### config.mk
export PLATFORM = sky130hd
export DESIGN_NAME = if_stage
export DESIGN_NICKNAME = d
export VERILOG_FILES = /design/src/rtl/if_stage.sv
export SDC_FILE = /design/constraint.sdc
export NUM_CORES = 1
export LEC_CHECK = 0
export ABC_AREA = 1
export ABC_CLOCK_PERIOD_IN_PS = 4300
export BUFFER_PORTS_ARGS = -buffer_cell sky130_fd_sc_hd__buf_4
export CORE_ASPECT_RATIO = 1.4
export CORE_MARGIN = 4
export CORE_UTILIZATION = 52
export CTS_CLUSTER_SIZE = 40
export DETAILED_ROUTE_END_ITERATION = 8
export PLACE_DENSITY_LB_ADDON = 0.15
export SYNTH_ARGS = -nofsm -noshare
export SYNTH_HDL_FRONTEND = slang
export SYNTH_SLANG_ARGS = --single-unit
### constraint.sdc
create_clock -name clk -period 4.3 [get_ports clk]
set_input_delay 0.215 -clock clk [delete_from_list [all_inputs] [get_ports clk]]
set_output_delay 0.215 -clock clk [all_outputs]
set_load 0.02 [all_outputs]
### src/rtl/if_stage.sv
// if_stage: instruction fetch with stall buffering and branch redirect into the IF/ID register
module if_stage #(
   parameter logic [31:0] RESET_PC = 32'hBFC00000,
   parameter int ADDR_W = 32,
   parameter int DATA_W = 32
) (
   input  logic              clk,
   input  logic              rst,
   input  logic              stall,
   input  logic              branch_flag,
   input  logic [ADDR_W-1:0] branch_target,
   input  logic [DATA_W-1:0] rom_read_data,
   output logic              rom_en,
   output logic [3:0]        rom_write_en,
   output logic [ADDR_W-1:0] rom_addr,
   output logic [DATA_W-1:0] rom_write_data,
   output logic              id_valid,
   output logic [ADDR_W-1:0] id_pc,
   output logic [DATA_W-1:0] id_inst,
   output logic              id_adel
);
   logic [ADDR_W-1:0] pc_q, req_pc, fetch_addr;
   logic              req_pending, req_adel, buf_valid;
   logic [DATA_W-1:0] buf_inst;
   // fetch address selection and ROM port drive
   always_comb begin
      fetch_addr     = branch_flag ? branch_target : pc_q;
      rom_en         = !rst && !stall && fetch_addr[1:0] == 2'b00;
      rom_addr       = (rst || stall) ? pc_q : fetch_addr;
      rom_write_en   = 4'b0000;
      rom_write_data = '0;
   end
   // PC, outstanding request, stall buffer and IF/ID register
   always_ff @(posedge clk) begin
      if (rst) begin
         pc_q        <= ADDR_W'(RESET_PC);
         req_pending <= 1'b0;
         req_pc      <= '0;
         req_adel    <= 1'b0;
         buf_valid   <= 1'b0;
         buf_inst    <= '0;
         id_valid    <= 1'b0;
         id_pc       <= '0;
         id_inst     <= '0;
         id_adel     <= 1'b0;
      end else if (!stall) begin
         pc_q        <= fetch_addr + ADDR_W'(4);
         req_pending <= 1'b1;
         req_pc      <= fetch_addr;
         req_adel    <= fetch_addr[1:0] != 2'b00;
         buf_valid   <= 1'b0;
         id_valid    <= req_pending && !branch_flag;
         if (req_pending && !branch_flag) begin
            id_pc   <= req_pc;
            id_adel <= req_adel;
            id_inst <= req_adel ? '0 : (buf_valid ? buf_inst : rom_read_data);
         end
      end else if (req_pending && !buf_valid) begin
         buf_inst  <= rom_read_data;
         buf_valid <= 1'b1;
      end
   end
endmodule

==> flow_summary.json <==
{
  "status": "finished, final reports clean",
  "stdcell_count": 1495,
  "cap_violations": 0,
  "final_cell_mix": "nand2_1, buf_4, dfxtp_1",
  "slowest_delay_ps": 790,
  "route.antenna.remaining_nets": 0,
  "critPathBufInv": 3,
  "cts_tree": "done",
  "clock_skew_ps": 10.86,
  "diodes": 0,
  "core-area_sq_um": 14640,
  "vias": 7300,
  "setup_slack_ps": 1999,
  "slew_headroom": 0.3114,
  "clock_sinks": 163,
  "final_nets": 1362,
  "dp.final_hpwl_mm": 13.40,
  "yosysTopAreaCellShare": 0.4163,
  "drt_iter0_markers": 401,
  "whs_ps": 70.32,
  "wirelength_mm": 19.09,
  "ys_ff_latch": 163,
  "arrival_ps": 2630,
  "synth_top_area_cell": "dfxtp_1",
  "mostFrequentLayoutCell": "nand2_1",
  "clockBufferDepth": 2,
  "ys_types": 34,
  "drc": 0,
  "synth_area_leaders": "dfxtp_1, nand2_1, o21ai_0",
  "synth.avg_cell_area_sq_um": 6.727,
  "htree_levels": 4,
  "crit_family": "simple AND/OR/NAND/NOR gates",
  "crit_slowest_cell": "nand3_4",
  "antenna_found_initial": 0,
  "p_int_mw": 2.665,
  "cts_resized": 0,
  "grt_pass1_wl_mm": 31.72,
  "leakagePower_nw": 4.357,
  "power.share.clock": 0.416,
  "switching_power_mw": 1.018,
  "async_flop_share": 0,
  "end_kind": "flip-flop",
  "synth_edf_count": 0,
  "post-route-min-period_ps": 2301,
  "syn_inst": 1165,
  "setup_viol": 0,
  "first_pass_iters": 5,
  "grt_usage": 0.2206,
  "overflow": 0,
  "max_freq_mhz": 434.7,
  "ys_warn_count": 0,
  "cts_root_buf": "clkbuf_16",
  "slew_violations": 0,
  "place_inst": 1463,
  "worstPathCellList": "buf_4, inv_4, nand3_4, nor2_2, buf_4, nand2_1, a21oi_1",
  "port_buffers": 166,
  "clkTransAtPathRegs_ps": 60,
  "swShare": 0.2764,
  "crit_path_frequent_cell": "buf_4",
  "placed_area_sq_um": 8944,
  "worst_pin_slew_ps": 1032,
  "clk_latency_ps": 410,
  "peakVddDrop_uv": 246.5,
  "drive_above_1_share": 0.1884,
  "post-route-util": 0.6522,
  "cp_max_fo": 99,
  "post-cts-setup-buffer-count": 0,
  "fin_area_sq_um": 9548,
  "ios": 203,
  "row_count": 52,
  "dp_slack_ps": 1567,
  "critical_path_class": "input pin to flip-flop",
  "hold_viol": 0,
  "total_power_mw": 3.683,
  "die-area_sq_um": 17130,
  "post-route-period-util": 0.5350,
  "gp_congestion": 0.8918,
  "fin_tns_setup_ps": 0,
  "die_h_um": 153.3,
  "p_comb_frac": 0.143,
  "grt_pass1_vias": 6620,
  "initial_core_util": 0.5354,
  "synth_seq_area_share": 0.4163,
  "grt_max_degree": 100,
  "holdBufCountCts": 0,
  "power_frac_seq": 0.440,
  "vias_per_cell": 4.883,
  "worst_setup_path_start_kind": "input pin",
  "power.density_nw_per_um2": 385.8,
  "synthesis.area_sq_um": 7838,
  "n_fill_cell": 1397,
  "crit_required_ps": 4630,
  "synthFlopType": "dfxtp_1",
  "numCtsBuffers": 17,
  "rsz0062_at_grt": "false",
  "routedWlPerCell_um": 12.77,
  "area_delta_synth_final_pct": 21.82,
  "die_x_um": 111.8,
  "worst_hold_path_type": "input pin to flip-flop"
}
[worst register-to-register path: stages, from the launching register on]
cell and delay (ps):
dfxtp_1 410, nand3_4 740, nor2_2 310, buf_4 370, nand2_1 130, a21oi_1 160
[registers in the layout, indices dropped and copies added (netlist names)]
signal	count
id_inst	32
id_valid	1
req_pc	30
req_adel	1
req_pending	1
buf_valid	1
buf_inst	32
id_adel	1
pc_q	32
id_pc	32
[cell families (layout without fill, tap and decap cells)]
logic type | after synthesis | count (layout) | synth area share
DFF | 163 | 163 | 0.4163
AOI/OAI and AO/OA | 276 | 276 | 0.1823
buffers and inverters | 252 | 358 | 0.1473
adders and majority gates | 1 | 1 | 0.001596
and+or+nand+nor | 472 | 472 | 0.2519
other | 1 | 36 | 0.0004785
[power by group through the flow]
stage	logic [mW]	clock network, mW	registers (mW)
4_1_cts	0.530	1.57	1.62
6_report	0.527	1.53	1.62
3_5_place_dp	0.527	0	1.66
3_3_place_gp	0.520	0	1.65
5_1_grt	0.591	1.64	1.63
2_1_floorplan	0.347	0	1.67
[final timing paths]
kind          startpoint     endpoint  slack (ps)  depth (start not counted)
min reg2reg     id_pc[7]     id_pc[7]         440                          2
max          branch_flag  id_inst[27]        2000                          7
min                stall  req_pending          70                          2
max reg2reg  req_pending  id_inst[27]        2110                          5
[Yosys cell counts (2+ instances only)]
cell type	n
or2_2	2
nor3_1	2
clkinv_1	4
nand3_1	35
nor2_2	5
buf_4	38
nand4_1	10
buf_2	6
o211ai_1	3
inv_1	144
clkbuf_1	43
nand2_2	14
nand3_2	3
o21ai_1	11
o21ai_0	144
buf_6	6
buf_1	3
a21oi_1	105
nand2_1	320
nor2_4	8
dfxtp_1	163
inv_2	6
o221ai_1	5
o21ai_2	2
o21a_1	2
nor2_1	73
[area by class of cell]
| cell class | count | area, sq um | area share |
|---|---|---|---|
| clock inverters | 14 | 165.2 | 0.01730 |
| multi-input cells | 785 | 3576 | 0.3745 |
| repair buffers | 171 | 1284 | 0.1345 |
| flip-flops and latches | 163 | 3263 | 0.3418 |
| well taps | 189 | 236.5 | 0.02477 |
| inverters | 155 | 584.3 | 0.06120 |
| clock buffers | 18 | 439.2 | 0.04600 |
[routing by layer]
layer | up-vias | track usage | share of wire
met4 | 0 | 0.05217 | 0.011
met5 | - | 0 | 0
met3 | 13 | 0.04272 | 0.056
li1 | 3864 | - | -
met1 | 3213 | 0.2940 | 0.44
met2 | 210 | 0.3691 | 0.49
No activity file was read; power rests on OpenSTA's default activity.
